$ cat src/rtl/rf_pkg.sv
// rf_pkg: shared constants, index-width helper and index type for the register file
package rf_pkg;
  localparam int DEF_DATA_W = 8;
  localparam int DEF_NUM_REGS = 4;
  function automatic int rf_addr_w(input int n);
    return (n < 2) ? 1 : $clog2(n);
  endfunction
  localparam int RF_IDX_W = rf_addr_w(DEF_NUM_REGS);
  typedef logic [RF_IDX_W-1:0] rf_idx_t;
endpackage

$ cat src/rtl/rf_scoreboard.sv
// rf_scoreboard: per-register busy bits, issue hazard/stall detection and pending count
module rf_scoreboard
  import rf_pkg::*;
#(
  parameter int NUM_REGS = DEF_NUM_REGS,
  parameter int ADDR_W = rf_addr_w(NUM_REGS),
  parameter bit BYPASS = 1'b1,
  parameter bit ZERO_REG = 1'b0
) (
  input  logic                clock,
  input  logic                clear,
  input  logic [ADDR_W-1:0]   rs1,
  input  logic [ADDR_W-1:0]   rs2,
  input  logic                ctrl_regwrite,
  input  logic [ADDR_W-1:0]   write_reg,
  input  logic                issue_valid,
  input  logic [ADDR_W-1:0]   issue_rd,
  input  logic                issue_rd_en,
  input  logic                issue_use1,
  input  logic                issue_use2,
  output logic                stall,
  output logic [NUM_REGS-1:0] busy_vec,
  output logic [ADDR_W:0]     pending
);
  logic [NUM_REGS-1:0] busy_q, busy_d, clr, set, eff;
  // hazard check; with bypass a register retiring this cycle no longer blocks issue
  always_comb begin
    for (int i = 0; i < NUM_REGS; i++) clr[i] = ctrl_regwrite && write_reg == ADDR_W'(i);
    eff = BYPASS ? busy_q & ~clr : busy_q;
    stall = issue_valid && ((issue_use1 && eff[rs1]) || (issue_use2 && eff[rs2]) || (issue_rd_en && eff[issue_rd]));
  end
  // next busy state: write-back clears, accepted issue sets, set wins on collision
  always_comb begin
    for (int i = 0; i < NUM_REGS; i++) set[i] = issue_valid && !stall && issue_rd_en && issue_rd == ADDR_W'(i);
    busy_d = (busy_q & ~clr) | set;
    if (ZERO_REG) busy_d[0] = 1'b0;
  end
  // busy bit register
  always_ff @(posedge clock or posedge clear) begin
    if (clear) busy_q <= '0;
    else busy_q <= busy_d;
  end
  // population count of outstanding writes
  always_comb begin
    pending = '0;
    for (int i = 0; i < NUM_REGS; i++) pending = pending + {{ADDR_W{1'b0}}, busy_q[i]};
  end
  assign busy_vec = busy_q;
endmodule

$ cat src/rtl/rf_sb.sv
// rf_sb: register file with two read ports, one write port, optional bypass/zero register and a busy scoreboard
module rf_sb
  import rf_pkg::*;
#(
  parameter int DATA_W = DEF_DATA_W,
  parameter int NUM_REGS = DEF_NUM_REGS,
  parameter int ADDR_W = rf_addr_w(NUM_REGS),
  parameter bit BYPASS = 1'b1,
  parameter bit ZERO_REG = 1'b0
) (
  input  logic                clock,
  input  logic                clear,
  input  logic [ADDR_W-1:0]   rs1,
  input  logic [ADDR_W-1:0]   rs2,
  output logic [DATA_W-1:0]   rval1,
  output logic [DATA_W-1:0]   rval2,
  input  logic                ctrl_regwrite,
  input  logic [ADDR_W-1:0]   write_reg,
  input  logic [DATA_W-1:0]   write_data,
  input  logic                issue_valid,
  input  logic [ADDR_W-1:0]   issue_rd,
  input  logic                issue_rd_en,
  input  logic                issue_use1,
  input  logic                issue_use2,
  output logic                stall,
  output logic [NUM_REGS-1:0] busy_vec,
  output logic [ADDR_W:0]     pending
);
  logic [DATA_W-1:0] regs_q [NUM_REGS];
  logic [DATA_W-1:0] regs_d [NUM_REGS];
  logic wr_ok;
  // next storage contents; writes to a hard-wired zero register are dropped
  always_comb begin
    regs_d = regs_q;
    wr_ok = ctrl_regwrite && !(ZERO_REG && write_reg == '0);
    if (wr_ok) regs_d[write_reg] = write_data;
  end
  // storage array
  always_ff @(posedge clock or posedge clear) begin
    if (clear) regs_q <= '{default: '0};
    else regs_q <= regs_d;
  end
  // read muxes: zero register first, then same-cycle forwarding, then stored data
  always_comb begin
    rval1 = (ZERO_REG && rs1 == '0) ? '0 : (BYPASS && ctrl_regwrite && write_reg == rs1) ? write_data : regs_q[rs1];
    rval2 = (ZERO_REG && rs2 == '0) ? '0 : (BYPASS && ctrl_regwrite && write_reg == rs2) ? write_data : regs_q[rs2];
  end
  rf_scoreboard #(
    .NUM_REGS(NUM_REGS),
    .ADDR_W(ADDR_W),
    .BYPASS(BYPASS),
    .ZERO_REG(ZERO_REG)
  ) u_sb (
    .clock(clock),
    .clear(clear),
    .rs1(rs1),
    .rs2(rs2),
    .ctrl_regwrite(ctrl_regwrite),
    .write_reg(write_reg),
    .issue_valid(issue_valid),
    .issue_rd(issue_rd),
    .issue_rd_en(issue_rd_en),
    .issue_use1(issue_use1),
    .issue_use2(issue_use2),
    .stall(stall),
    .busy_vec(busy_vec),
    .pending(pending)
  );
endmodule
$ cat config.mk
export PLATFORM = sky130hd
export DESIGN_NAME = rf_sb
export DESIGN_NICKNAME = d
export VERILOG_FILES = /design/src/rtl/rf_pkg.sv /design/src/rtl/rf_scoreboard.sv /design/src/rtl/rf_sb.sv
export SDC_FILE = /design/constraint.sdc
export NUM_CORES = 1
export LEC_CHECK = 0
export ABC_AREA = 1
export BUFFER_PORTS_ARGS = -buffer_cell sky130_fd_sc_hd__buf_4
export CAP_MARGIN = 10
export CORE_MARGIN = 2
export CORE_UTILIZATION = 40
export DETAILED_ROUTE_END_ITERATION = 12
export GPL_ROUTABILITY_DRIVEN = 0
export SETUP_SLACK_MARGIN = 0.05
export SLEW_MARGIN = 10
export SYNTH_ARGS = -nofsm -noshare
export SYNTH_HDL_FRONTEND = slang
export SYNTH_HIERARCHICAL = 1
export SYNTH_SLANG_ARGS = --single-unit
$ cat constraint.sdc
create_clock -name clock -period 1.34 [get_ports clock]
set_input_delay 0.067 -clock clock [delete_from_list [all_inputs] [get_ports clock]]
set_output_delay 0.067 -clock clock [all_outputs]
set_load 0.005 [all_outputs]
### Yosys cells after proc, flatten, opt, wreduce, memory -nomap -nowiden

Index checks and enable logic that the tools add are counted.

* register bits after elaboration: 36
* bits of input ports: 23
* output and inout bits: 24

* add/subtract/negate cells: 3
* $lt $le $gt $ge: 7
* eq/ne operators: 8
* multiplexer cells: 17
* bitwise logic cells: 6
* reductions and logical operators: 22

Operators with widths (count)
* 8-bit 2-to-1 mux: 7
* 8-bit binary-select mux with 2-bit select: 2
* 32-bit bitwise mux: 1
* 1-bit logical AND: 17
* 8-bit demux with 2-bit select: 1
* 3-bit greater-or-equal comparator, second input constant: 3
* 2-bit by 3-bit < comparator with 1-bit output, second input constant: 3
* 2-bit NOT with 3-bit output: 3
* 2-bit equality test, second input constant: 4
* 3-bit by 1-bit adder with 3-bit output: 2
* 1-bit binary-select mux with 2-bit select: 3
* 4-bit AND: 1
* 2-bit by 1-bit equality test with 1-bit output, second input constant: 2
* 2-bit equality test: 2
* 2-bit zero test: 2
* 4-bit NOT: 1
* 4-bit bitwise OR: 1
* 3-bit by 1-bit < comparator with 1-bit output, second input constant: 1
* 1-bit 2-to-1 mux: 3
* 1-bit by 1-bit adder with 2-bit output: 1
* 1-bit logical OR: 2
* 1-bit zero test: 1

### Depth between registers and ports, before layout

* depth after elaboration: 15
* depth in mapped cells: 9
* depth with buffers taken out: 9

### Modules after synthesis

The synthesis kept the hierarchy.

By module, submodules not included
* rf_sb: times used 1, cells each 335, area an instance 2103.3 um^2, seq. area each 800.8 um^2
* rf_scoreboard: times used 1, cells each 69, area an instance 410.4 um^2, seq. area each 100.1 um^2

### Least setup slack after synthesis

OpenSTA, ideal clock, no wires.

* path type: register to output
* from: reg u_sb.busy_q[0], in the netlist u_sb/busy_vec[0]
* to: out pending[1]
* arrival time: 1458 ps
* required time: 1273 ps
* setup slack: -185 ps
* stages on the path, launching flop included: 6
* buffers on the path: 0
* cells stage by stage: dfrtp_1 inv_1 fa_1 inv_1 ha_1 ha_1

* word-level cells in the longest chain between the ends: 3

Ends and longest elaborated chain
* from (decl): RTL line rf_scoreboard.sv:25 `logic [NUM_REGS-1:0] busy_q, busy_d, clr, set, eff;`
* from (signal assigned): RTL line rf_scoreboard.sv:41 `else busy_q <= busy_d;`
* 1-bit by 1-bit adder with 2-bit output: RTL line rf_scoreboard.sv:46 `for (int i = 0; i < NUM_REGS; i++) pending = pending + {{ADDR_W{1'b0}}, busy_q[i]};`
* 3-bit by 1-bit adder with 3-bit output (2 in series): RTL line rf_scoreboard.sv:46
* to (decl): RTL line rf_sb.sv:27 `output logic [ADDR_W:0] pending`

Every way passes these cells.

### Worst setup path after layout

Same ends and word-level chain as after synthesis.

==> results.toml <==
[pwr]
p_leak_nw = 1.93
power_density_nw_per_um2 = 1070
vdd_ir_drop_max_uv = 454

[grt]
grt.overflow.total = 0
grt_pass1_vias = 2657
grt_max_degree = 33
grt_first_pass_wirelength_um = 13200
grt_usage_pct = 23.4
antenna_found_initial = 0

[cts]
cts_buffer_depth = 2
clock_latency_ps = 290
cts_tree = "done"
path_clk_slew_ps = 70
htreeDepth = 2
cts_inserted_buffers = 5
numClockSinks = 36
root_buffer = "clkbuf_8"

[final_layout]
nets = 505
synthToLayoutAreaGrowth_pct = 35.9
n_antenna_cell = 0
final_util_pct = 57.0
fillCellCount = 591
drive_gt1_share_pct = 32.1
fin_cells = 555

[routing]
dr_wl_met2_um = 3720
drc = 0
drt-met1-wl_um = 3880
drtPass1Iterations = 4
wl_met3_um = 431
via_per_inst = 5.10
post_drt_wl_per_cell_um = 14.7
drt_iter0_markers = 230
wirelength_um = 8150
drtAntennaViolNets = 0
num_vias = 2833
top_layer_used = "met4"

[floorplanning]
die_h_um = 83.3
rows = 28
core_um2 = 5990
design.die.area_um2 = 6930
initial_core_util_pct = 42.0
fp.dieW_um = 83.3
ioPinCount = 47

[min_path]
hold_path_class = "in -> reg"

[setup_path]
critPathLaunchType = "flop"
worstPathRequired_ps = 1270
cp-end-kind = "primary output"
crit_arrival_ps = 1780
path_class = "reg -> out"
crit_chain = "inv_2 > fa_1 > inv_2 > ha_4 > ha_4 > buf_6"
cp_slowest_stage_delay_ps = 540
cpMaxStageDelayCell = "fa_1"
critPathMaxFanout = 2

[sta]
hold_viol = 0
fin_setup_tns_ps = -1470
slew_headroom_pct = 70.3
worstMarginPinSlew_ps = 446
drv_slew = 0
finalWorstSetupSlack_ps = -505
skew_ps = 0.135
rsz0062_at_grt = "true"
setup_viol = 4
fin_crit_ps = 1840
period_share_pct = 138
holdWs_ps = 81.6
clock.fmax_ghz = 0.542

[logic_synthesis]
synth_seq_cells = 36
synth_top_area_cell = "dfrtp_1"
ys_seq_area_share_pct = 35.8
ys_warn_count = 6
synth_common_cells = "nand2_1, nand3_1, inv_1, dfrtp_1, o21ai_0"
netlist.area_leader.share_pct = 35.8
synthArstFlopShare_pct = 100
syn-cell-area_um2 = 2510
synth-edff-count = 0
synth_nets = 430
syn_area_per_cell_um2 = 6.22
yosysUniqueCellTypes = 19
ys.flop_type = "dfrtp_1"
synth_most_common_cell = "nand2_1"
syn_inst = 404
synth.area.top_cells = "dfrtp_1, nand2_1, nand3_1, inv_1, o21ai_0"

[status]
failed_checks = "setup timing"
status = "finished, violations left"

[placed_design]
dpl.cell_count = 534
dpl.hpwl_um = 5570
portBuffers = 46

[flow_run]
max_cap_viol_count = 0
[cell type report]
| class | instances | area [um2] | area share (%) |
|---|---|---|---|
| multi-input cells | 291 | 1410 | 41.4 |
| flip-flops and latches | 36 | 902 | 26.4 |
| repair buffers | 81 | 679 | 19.9 |
| inverters | 64 | 240 | 7.03 |
| well taps | 75 | 93.8 | 2.75 |
| clock buffers | 5 | 68.8 | 2.01 |
| clock inverters | 3 | 18.8 | 0.549 |
[metrics by stage]
stage	setup WS [ps]	area [um2]	total power, mW
after floorplan	-166	2540	2.08
after global placement	-200	3090	2.58
after detailed placement	-234	3090	2.61
after CTS	-513	3200	3.45
after global routing	-562	3420	3.91
final	-505	3420	3.66
[kinds of logic after synthesis]
group,count (synthesis),synth area share [%]
simple gates,254,43.0
buf+inv,77,12.3
flops,36,35.8
fa+ha+maj,3,1.79
compound gates,34,7.02
[worst paths after layout]
check	slack, ps	cells past startpoint	to	startpoint
hold / removal	80	4	u_sb/busy_vec[1]$_DFF_PP0_	issue_rd[1]
setup / recovery	-500	6	pending[1]	u_sb/busy_vec[0]$_DFF_PP0_
setup reg to reg	90	8	u_sb/busy_vec[2]$_DFF_PP0_	u_sb/busy_vec[3]$_DFF_PP0_
hold reg to reg	490	2	regs_q[23]$_DFFE_PP0P_	regs_q[23]$_DFFE_PP0P_
min in group asynchronous	230	3	u_sb/busy_vec[3]$_DFF_PP0_	clear
max in group asynchronous	590	4	regs_q[29]$_DFFE_PP0P_	clear
[per-layer routing]
| layer | GRT usage (%) | vias up |
|---|---|---|
| met4 | 6.26 | 0 |
| met5 | 0 | - |
| met2 | 36.0 | 91 |
| li1 | - | 1412 |
| met1 | 34.1 | 1318 |
| met3 | 3.68 | 12 |
[layout by cell type (no fill, tap or decap), drive strengths merged]
cell         instances
dlygate4sd3          1
clkinv               4
dfrtp               36
nor2                 7
ha                   2
nand4                8
buf                 80
nand2              171
a21boi               1
fa                   1
nand3               68
clkbuf               5
inv                 63
o21ai               33
[worst max-delay path: cells and delay by family, from the launching register on]
family / cells / cell delay [ps]
buf+inv: 3 / 180
fa+ha+maj: 3 / 940
flops: 1 / 370
[report_power, final]
| group | internal, mW | total, mW | switching (mW) | leakage [nW] |
|---|---|---|---|---|
| Combinational | 0.709 | 1.49 | 0.777 | 1.43 |
| Clock | 0.363 | 0.792 | 0.429 | 0.0479 |
| Sequential | 1.26 | 1.38 | 0.121 | 0.450 |
| Total | 2.33 | 3.66 | 1.33 | 1.93 |
[flip-flops by register name (all words and copies together) (netlist names)]
signal and cells:
u_sb/busy_vec 4, regs_q 32
[timing repair]
action / in CTS / in global routing
setup endpoints to repair: 6 / 24
setup buffers: 0 / 12
hold buffers: 1 / 0
hold endpoints to repair: 36 / 0
pin swaps: 8 / 49
gates resized for setup: 9 / 62
No activity file was read; power rests on OpenSTA's default activity.
